===== src/rtl/rename_map_table.sv =====
// Register-rename map table: tracks the reservation-station tag that will
// produce each architectural register, answers operand lookups for issue,
// and turns matching CDB broadcasts into register-file writes.
module rename_map_table #(
    parameter int NUM_REGS = 32,
    parameter int TAG_W    = 4,
    parameter int XLEN     = 32,
    parameter int NUM_CDB  = 2,
    localparam int REG_W   = $clog2(NUM_REGS)
) (
    input  logic                     CLK,
    input  logic                     RST,
    input  logic                     flush,
    input  logic                     issue_valid,
    input  logic [REG_W-1:0]         issue_rd,
    input  logic [TAG_W-1:0]         issue_tag,
    input  logic [REG_W-1:0]         rs1_addr,
    input  logic [REG_W-1:0]         rs2_addr,
    input  logic                     rs1_used,
    input  logic                     rs2_used,
    input  logic                     rs2_store,
    output logic [TAG_W-1:0]         T1,
    output logic [TAG_W-1:0]         T2,
    output logic [TAG_W-1:0]         T3,
    input  logic [NUM_CDB-1:0]       cdb_valid,
    input  logic [NUM_CDB*TAG_W-1:0] cdb_tag,
    input  logic [NUM_CDB*XLEN-1:0]  cdb_val,
    output logic [NUM_CDB-1:0]       rf_we,
    output logic [NUM_CDB*REG_W-1:0] rf_waddr,
    output logic [NUM_CDB*XLEN-1:0]  rf_wdata,
    output logic [REG_W:0]           busy_count
);

    logic [NUM_REGS-1:0] busy;
    logic [NUM_REGS-1:0] busy_n;
    logic [TAG_W-1:0]    tags   [NUM_REGS];
    logic [TAG_W-1:0]    tags_n [NUM_REGS];
    logic [REG_W:0]      count_n;

    logic [NUM_CDB-1:0]  hit;
    logic [REG_W-1:0]    hit_idx [NUM_CDB];
    logic                dup_tag;

    logic [TAG_W-1:0]    t1_raw, t2_raw, t3_raw;
    logic [TAG_W-1:0]    lk_tag;
    logic [TAG_W-1:0]    ct;
    logic                lower_dup;

    // Operand lookup on current state; a tag broadcast this cycle reads as ready.
    always_comb begin
        t1_raw = '0;
        t2_raw = '0;
        t3_raw = '0;
        lk_tag = '0;
        if (rs1_used && busy[rs1_addr])
            t1_raw = tags[rs1_addr];
        if (rs2_used && !rs2_store && busy[rs2_addr])
            t2_raw = tags[rs2_addr];
        if (rs2_store && busy[rs2_addr])
            t3_raw = tags[rs2_addr];
        T1 = t1_raw;
        T2 = t2_raw;
        T3 = t3_raw;
        for (int k = 0; k < NUM_CDB; k++) begin
            lk_tag = cdb_tag[k*TAG_W +: TAG_W];
            if (cdb_valid[k]) begin
                if (t1_raw == lk_tag) T1 = '0;
                if (t2_raw == lk_tag) T2 = '0;
                if (t3_raw == lk_tag) T3 = '0;
            end
        end
    end

    // Per-port CDB match against busy entries; a repeated tag on a higher port is ignored.
    always_comb begin
        hit       = '0;
        dup_tag   = 1'b0;
        ct        = '0;
        lower_dup = 1'b0;
        for (int k = 0; k < NUM_CDB; k++)
            hit_idx[k] = '0;
        for (int k = 0; k < NUM_CDB; k++) begin
            ct        = cdb_tag[k*TAG_W +: TAG_W];
            lower_dup = 1'b0;
            for (int j = 0; j < k; j++)
                if (cdb_valid[j] && (cdb_tag[j*TAG_W +: TAG_W] == ct))
                    lower_dup = 1'b1;
            if (cdb_valid[k] && lower_dup)
                dup_tag = 1'b1;
            if (cdb_valid[k] && !lower_dup) begin
                // x0 is never busy, so the search starts at entry 1.
                for (int i = 1; i < NUM_REGS; i++) begin
                    if (busy[i] && (tags[i] == ct)) begin
                        hit[k]     = 1'b1;
                        hit_idx[k] = REG_W'(i);
                    end
                end
            end
        end
    end

    // Next-state table: CDB clears first, issue overrides, flush wipes everything.
    always_comb begin
        busy_n = busy;
        for (int i = 0; i < NUM_REGS; i++)
            tags_n[i] = tags[i];
        for (int k = 0; k < NUM_CDB; k++) begin
            if (hit[k]) begin
                busy_n[hit_idx[k]] = 1'b0;
                tags_n[hit_idx[k]] = '0;
            end
        end
        if (issue_valid && (issue_rd != '0) && (issue_tag != '0)) begin
            busy_n[issue_rd] = 1'b1;
            tags_n[issue_rd] = issue_tag;
        end
        if (flush) begin
            busy_n = '0;
            for (int i = 0; i < NUM_REGS; i++)
                tags_n[i] = '0;
        end
        count_n = '0;
        for (int i = 0; i < NUM_REGS; i++)
            count_n = count_n + {{REG_W{1'b0}}, busy_n[i]};
    end

    // Map-table state and busy population count.
    always_ff @(posedge CLK) begin
        if (RST) begin
            busy       <= '0;
            busy_count <= '0;
            for (int i = 0; i < NUM_REGS; i++)
                tags[i] <= '0;
        end else begin
            busy       <= busy_n;
            busy_count <= count_n;
            for (int i = 0; i < NUM_REGS; i++)
                tags[i] <= tags_n[i];
        end
    end

    // Register-file write ports, one cycle behind the CDB; address/data hold when idle.
    always_ff @(posedge CLK) begin
        if (RST) begin
            rf_we    <= '0;
            rf_waddr <= '0;
            rf_wdata <= '0;
        end else begin
            for (int k = 0; k < NUM_CDB; k++) begin
                rf_we[k] <= hit[k] && !flush;
                if (hit[k] && !flush) begin
                    rf_waddr[k*REG_W +: REG_W] <= hit_idx[k];
                    rf_wdata[k*XLEN +: XLEN]   <= cdb_val[k*XLEN +: XLEN];
                end
            end
        end
    end

    // Two ports broadcasting the same tag means the producers are broken.
    always_ff @(posedge CLK) begin
        if (!RST)
            assert (!dup_tag) else $error("rename_map_table: duplicate valid CDB tag");
    end

endmodule


===== config.mk =====
export PLATFORM = sky130hd
export DESIGN_NAME = rename_map_table
export DESIGN_NICKNAME = d
export VERILOG_FILES = /design/src/rtl/rename_map_table.sv
export SDC_FILE = /design/constraint.sdc
export NUM_CORES = 1
export LEC_CHECK = 0
export BUFFER_PORTS_ARGS = -buffer_cell sky130_fd_sc_hd__buf_2
export CORE_MARGIN = 3
export CORE_UTILIZATION = 41
export DETAILED_ROUTE_END_ITERATION = 7
export PLACE_DENSITY = 0.58
export SETUP_SLACK_MARGIN = 0.4
export SKIP_CTS_REPAIR_TIMING = 1
export SYNTH_ARGS = -nofsm -noshare
export SYNTH_HDL_FRONTEND = slang
export SYNTH_SLANG_ARGS = --single-unit

===== constraint.sdc =====
create_clock -name CLK -period 18.53 [get_ports CLK]
set_clock_uncertainty 0.15 [all_clocks]
set_input_delay 5.559 -clock CLK [delete_from_list [all_inputs] [get_ports CLK]]
set_output_delay 5.559 -clock CLK [all_outputs]
set_load 0.02 [all_outputs]

==> flow_metrics.py, run 1 <==
metrics = {
    "final_layout": {
        "syn2layout_area_growth_pct": 13.3,
        "drive_above_1_share_pct": 21.4,
        "finalNetCount": 2082,
        "insertedDiodeCount": 0,
        "finalInstanceArea_um2": 19000,
        "final_cells": 2498,
    },
    "route": {
        "met1Wirelength_um": 29900,
        "postRouteAntennaNets": 0,
        "routed-wl-met2_um": 29800,
        "viasPerCell": 6.30,
        "met3_length_um": 7770,
        "drtIter0Drc": 1820,
        "top_layer": "met4",
        "firstDrtPassIters": 6,
        "drcViolationCount": 0,
        "via_count": 15700,
        "wl_um": 71100,
        "avgRoutedWirePerCell_um": 28.5,
    },
    "setup_path": {
        "crit_chain": "buf_2, mux4_2, mux4_2, mux2i_1, nor2_1, xnor2_1, nand3_1, o31ai_1, nor3_1, buf_2",
        "critPathTopFamily": "multiplexers",
        "r2r_cells": 23,
        "crit_arrival_ns": 9.11,
        "path_buf_inv": 2,
        "worstSetupEndpointType": "output port",
        "crit_end": "T2[0]",
        "cp_max_fo": 40,
        "critPathKind": "input port to output port",
        "crit_required_ns": 12.82,
        "cp.depth": 10,
        "startpoint": "rs2_addr[1]",
        "cpPeakStageDelay_ns": 0.74,
        "crit_path_start_kind": "input port",
        "r2r_setup_slack_ns": 10.19,
        "r2r-end": "busy_count[4]",
        "reg2reg_from": "tags[15][2]",
        "slowest_stage": "buf_2",
    },
    "yosys": {
        "synth_edf_count": 0,
        "ys_seq_elements": 242,
        "synthAdderAreaFrac_pct": 3.38,
        "ys_async_sr_fraction_pct": 0,
        "synth_compound_area_share_pct": 13.4,
        "synth-xor-area-share_pct": 14.2,
        "muxShareOfSynthArea_pct": 15.5,
        "yosys.area_share.simple_pct": 19.5,
        "syn_avg_cell_area_um2": 9.26,
        "yosysWarningCount": 0,
        "seq_area_frac_synth_pct": 28.9,
        "synth_top_family_by_area": "simple AND/OR/NAND/NOR gates",
        "synth_nets": 1944,
        "synth_cell_types": 86,
        "synth_area_um2": 16800,
        "synth_ff_type": "dfxtp_1",
        "synthCells": 1813,
    },
    "worst_hold_path": {
        "hold_path.class": "flop to flop",
        "hold_start": "rf_wdata[43]",
    },
    "floorplanning": {
        "die_area_um2": 43400,
        "num_rows": 73,
        "io_pins": 194,
        "initial_core_util_pct": 41.9,
        "die_x_um": 208,
        "die_y_um": 208,
        "fp.coreArea_um2": 40100,
    },
    "clock_network": {
        "htree_levels": 1,
        "cts-root-buf": "clkbuf_16",
        "cts_made_buffers": 28,
        "clk_latency_ns": 0.58,
        "clkTransAtPathRegs_ns": 0.06,
        "clockBufferDepth": 3,
        "clock-sinks": 242,
        "cts_tree": "yes",
    },
    "power": {
        "p_switching_uw": 327,
        "totalPowerFinal_uw": 1250,
        "p_leak_uw": 0.00781,
        "switching_share_pct": 26.1,
        "p_comb_share_pct": 10.6,
        "clkPwrFrac_pct": 47.5,
        "seq_power_share_pct": 41.9,
        "ir_drop_uv": 57.6,
        "p_int_uw": 924,
        "p_per_area_nw_per_um2": 65.8,
    },
    "timing": {
        "period_share_pct": 80.0,
        "relSlewSlack_pct": 17.5,
        "setup_tns_ns": 0,
        "max_freq_ghz": 0.0675,
        "worst_slack_ns": 3.71,
        "finalSetupViolCount": 0,
        "timing.final.crit_period_ns": 14.82,
        "rsz0062_at_grt": "no",
        "slew_viol_final": 0,
        "hold_violations": 0,
        "worstMarginPinSlew_ns": 1.23,
    },
    "placed_design": {
        "portBuffers": 193,
        "routabilityCongestion": 1.05,
        "dpl_cell_area_um2": 18000,
        "hpwl_um": 54500,
        "place_ws_ns": 3.69,
        "dp_cells": 2446,
    },
    "global_routing": {
        "grt_max_degree": 83,
        "antenna_found_initial": 3,
        "first_global_vias": 14700,
        "overflow": 0,
        "track_usage_pct": 31.5,
        "grt_pass1_wl_um": 103000,
    },
    "run": {
        "max_cap_viol_count": 0,
    },
    "run_status": {
        "status": "finished, final reports clean",
    },
}
-- synthesized netlist by cell type, types with 5 or more instances --
cell	number	area share, %
dfxtp_1	242	29
xor2_1	187	9.8
nand2_1	161	3.6
nor2_1	159	3.6
mux4_2	94	13
xnor2_1	86	4.5
nand3_1	78	2.3
a22o_1	72	3.8
a21oi_1	68	2.0
o22ai_1	55	2.0
inv_1	50	1.1
clkbuf_1	48	1.1
nor3_1	46	1.4
nor4_1	45	1.7
mux2i_1	41	2.4
buf_2	26	0.77
and3_1	24	0.89
fa_1	24	2.9
and2_1	22	0.82
buf_4	19	0.85
nand2b_1	19	0.71
a31oi_1	14	0.52
buf_6	14	0.94
nor2b_1	14	0.52
or2_2	14	0.52
a211oi_1	12	0.54
buf_1	12	0.27
nor3b_2	9	0.67
o211ai_1	8	0.36
or2_1	8	0.30
a32o_1	7	0.42
ha_1	7	0.52
a21o_1	6	0.27
mux2_2	6	0.40
nand4_1	6	0.22
o21ai_0	6	0.18
or4_1	6	0.27
a32oi_1	5	0.26
nand3b_1	5	0.22
or3_1	5	0.19
-- through the flow --
stage | utilization (%) | hold slack [ns]
CTS | 47.5 | 0.302
floorplan | - | 0.293
finish | 47.5 | 0.299
global route | 47.5 | 0.316
detailed placement | 44.9 | 0.293
global placement | 44.9 | 0.289
-- how the worst min path moves through the flow --
stage,endpoint,slack [ns],cells past startpoint
6_report,rf_wdata[43],0.30,2
5_1_grt,rf_wdata[42],0.32,2
2_1_floorplan,tags[0][0],0.29,1
3_3_place_gp,rf_wdata[40],0.29,2
3_5_place_dp,rf_wdata[43],0.29,2
4_1_cts,rf_wdata[43],0.30,2
-- routing by layer --
layer	GRT usage (%)	vias to the layer above
met3	6.77	190
met1	45.2	7730
met5	0	-
met2	45.9	985
met4	13.5	0
li1	-	6838
-- kinds of logic (layout without fill, tap and decap cells) --
logic type / Yosys count / after routing
compound gates: 309 / 309
xor+xnor: 273 / 273
fa+ha+maj: 31 / 31
buf+inv: 170 / 330
flops: 242 / 242
mux: 142 / 142
simple gates: 646 / 646
-- state kept, by name, indices dropped and copies added, names as in the netlist --
signal,cells
busy,32
busy_count,6
rf_wdata,64
rf_waddr,10
rf_we,2
tags,128
-- area by class of cell --
type	instances	area (µm²)
clock buffer	41	840
multi-input combinational	1401	11100
clock inverter	11	165
timing repair buffer	228	1230
tap	525	657
fill	3892	21100
sequential	242	4840
inverter	50	188
-- worst reg2reg max path, cell delays in order, from the launching register on --
cell and delay (ns):
dfxtp_1 0.61, xnor2_1 0.17, nand2_1 0.07, nor4_1 0.73, nor2b_1 0.22, o21bai_1 0.08
o2111ai_2 0.20, a21o_1 0.59, nand2_1 0.30, o31ai_2 0.59, o22a_1 0.28, fa_1 0.44
fa_1 0.50, fa_1 0.60, fa_1 0.46, fa_1 0.49, fa_1 0.49, inv_1 0.04
ha_1 0.20, fa_1 0.41, a21o_1 0.19, a21oi_1 0.17, xor2_1 0.16, nor2_1 0.05
-- power by group through the flow --
stage | Sequential (µW) | Clock, µW | Combinational [µW]
final | 525 | 594 | 133
after global routing | 524 | 623 | 141
after CTS | 524 | 604 | 130
after detailed placement | 536 | 0 | 130
after global placement | 536 | 0 | 129
after floorplan | 536 | 0 | 88.4
-- layout by cell type, fill, tap and decap left out, types with 7 or more instances in the layout --
| cell | count |
|---|---|
| o22ai_1 | 55 |
| xnor2_1 | 86 |
| o211ai_1 | 8 |
| a21oi_1 | 68 |
| xor2_1 | 187 |
| nor2_1 | 157 |
| buf_2 | 193 |
| nand2_1 | 161 |
| and2_1 | 22 |
| nand2b_1 | 18 |
| or2_2 | 14 |
| nand3_1 | 78 |
| ha_1 | 7 |
| nor4_1 | 44 |
| nor3b_2 | 9 |
| dfxtp_1 | 242 |
| a211oi_1 | 12 |
| nor2b_1 | 14 |
| a22o_1 | 72 |
| and3_1 | 24 |
| a31oi_1 | 14 |
| mux2i_1 | 41 |
| nor3_1 | 46 |
| mux4_2 | 94 |
| clkbuf_8 | 9 |
| fa_1 | 24 |
| buf_4 | 35 |
| clkbuf_16 | 28 |
| inv_1 | 50 |
| or2_1 | 8 |
| a32o_1 | 7 |
Note: power is estimated with default switching activity, not from simulation.
==> run 2: changes to the inputs <==
clock period = 14.1 ns   (was 18.53 ns; I/O delays follow)
==> flow_metrics.py, run 2 (synthesized netlist as in run 1, its figures left out) <==
metrics = {
    "run_status": {
        "status": "finished, final reports clean",
    },
    "clock_network": {
        "htree_levels": 1,
        "clockBufferDepth": 3,
        "clock-sinks": 242,
        "cts-root-buf": "clkbuf_16",
        "cts_made_buffers": 28,
        "clkTransAtPathRegs_ns": 0.06,
        "cts_tree": "yes",
        "clk_latency_ns": 0.58,
    },
    "setup_path": {
        "cp_max_fo": 15,
        "critPathKind": "input port to output port",
        "r2r_setup_slack_ns": 5.99,
        "r2r-end": "busy_count[4]",
        "worstSetupEndpointType": "output port",
        "crit_path_start_kind": "input port",
        "reg2reg_from": "tags[23][1]",
        "path_buf_inv": 3,
        "crit_chain": "buf_2, buf_4, mux4_2, mux4_2, mux2i_1, nor2_1, xnor2_1, nand3_1, o31ai_1, nor3_1, buf_2",
        "cp.depth": 11,
        "slowest_stage": "mux4_2",
        "cpPeakStageDelay_ns": 0.60,
        "crit_arrival_ns": 7.91,
        "startpoint": "rs2_addr[0]",
        "critPathTopFamily": "multiplexers",
        "crit_end": "T2[0]",
        "crit_required_ns": 9.72,
        "r2r_cells": 22,
    },
    "final_layout": {
        "syn2layout_area_growth_pct": 13.7,
        "layout_commonest_cell": "dfxtp_1",
        "largest_reg_flops": 128,
        "regMostFlops": "tags",
        "final_cells": 2507,
        "drive_above_1_share_pct": 21.7,
        "mostFrequentLayoutCells": "dfxtp_1, buf_2, xor2_1",
        "finalNetCount": 2090,
        "reg_top3": "tags x128, rf_wdata x64, busy x32",
    },
    "power": {
        "seq_power_share_pct": 42.0,
        "p_int_uw": 1210,
        "clkPwrFrac_pct": 47.4,
        "p_leak_uw": 0.00784,
        "switching_share_pct": 26.3,
        "p_switching_uw": 432,
        "p_per_area_nw_per_um2": 86.0,
        "ir_drop_uv": 102,
        "p_comb_share_pct": 10.6,
    },
    "timing": {
        "hold_violations": 0,
        "max_freq_ghz": 0.0814,
        "relSlewSlack_pct": 19.5,
        "setup_tns_ns": 0,
        "slew_viol_final": 0,
        "finalSetupViolCount": 0,
        "rsz0062_at_grt": "no",
        "timing.final.crit_period_ns": 12.29,
        "worstMarginPinSlew_ns": 1.20,
        "period_share_pct": 87.1,
        "worst_slack_ns": 1.81,
    },
    "route": {
        "drcViolationCount": 0,
        "viasPerCell": 6.27,
        "wl_um": 69900,
        "postRouteAntennaNets": 0,
        "avgRoutedWirePerCell_um": 27.9,
        "firstDrtPassIters": 5,
        "drtIter0Drc": 1760,
        "via_count": 15700,
    },
    "floorplanning": {
        "io_pins": 194,
        "die_x_um": 208,
        "die_y_um": 208,
        "num_rows": 73,
        "die_area_um2": 43400,
        "initial_core_util_pct": 41.9,
        "fp.coreArea_um2": 40100,
    },
    "placed_design": {
        "hpwl_um": 53900,
        "dp_cells": 2454,
        "routabilityCongestion": 1.05,
        "place_ws_ns": 1.40,
        "portBuffers": 193,
    },
    "worst_hold_path": {
        "min_path_cells": 2,
        "hold_path.class": "flop to flop",
    },
    "global_routing": {
        "track_usage_pct": 30.9,
        "overflow": 0,
        "antenna_found_initial": 2,
        "first_global_vias": 14800,
        "grt_pass1_wl_um": 101000,
        "grt_max_degree": 83,
    },
    "run": {
        "max_cap_viol_count": 0,
    },
}
run 2: layout make-up:
type,instances,area [µm²]
sequential,242,4840
inverter,50,188
clock inverter,15,216
tap,525,657
clock buffer,37,774
timing repair buffer,236,1300
multi-input combinational,1401,11100
fill,3870,21000
antenna,1,2.50
run 2: power groups by stage:
stage | clock, µW | combinational (µW) | sequential (µW)
after global routing | 818 | 185 | 689
after global placement | 0 | 170 | 705
after detailed placement | 0 | 171 | 705
after CTS | 790 | 172 | 689
final | 778 | 175 | 690
after floorplan | 0 | 116 | 704
run 2: tightest hold or removal path, cell delays in order, from the launching register on:
cell     delay, ns
dfxtp_1       0.30
nand2_1       0.05
a21oi_1       0.05
run 2: metal layers:
| layer | track usage [%] | share of wire, % | vias up |
|---|---|---|---|
| met3 | 7.04 | 11 | 164 |
| met4 | 10.8 | 4.0 | 2 |
| li1 | - | - | 6856 |
| met2 | 47.7 | 44 | 944 |
| met5 | 0 | 0.011 | - |
| met1 | 42.8 | 41 | 7743 |
run 2: worst min path at each step:
stage                       from            to  slack [ns]
floorplan             tags[0][0]    tags[0][0]        0.29
detailed placement  rf_wdata[42]  rf_wdata[42]        0.29
CTS                 rf_wdata[42]  rf_wdata[42]        0.30
global route        rf_wdata[35]  rf_wdata[35]        0.32
finish              rf_wdata[48]  rf_wdata[48]        0.30
global placement    rf_wdata[57]  rf_wdata[57]        0.29
run 2: stage by stage:
step                      total power, µW  hold slack, ns  util [%]  cell area [µm²]
after global placement                874           0.288      45.1            18100
after floorplan                       820           0.293         -            16800
after global routing                 1690           0.318      47.6            19100
final                                1640           0.300      47.6            19100
after CTS                            1650           0.302      47.6            19100
after detailed placement              876           0.293      45.1            18100
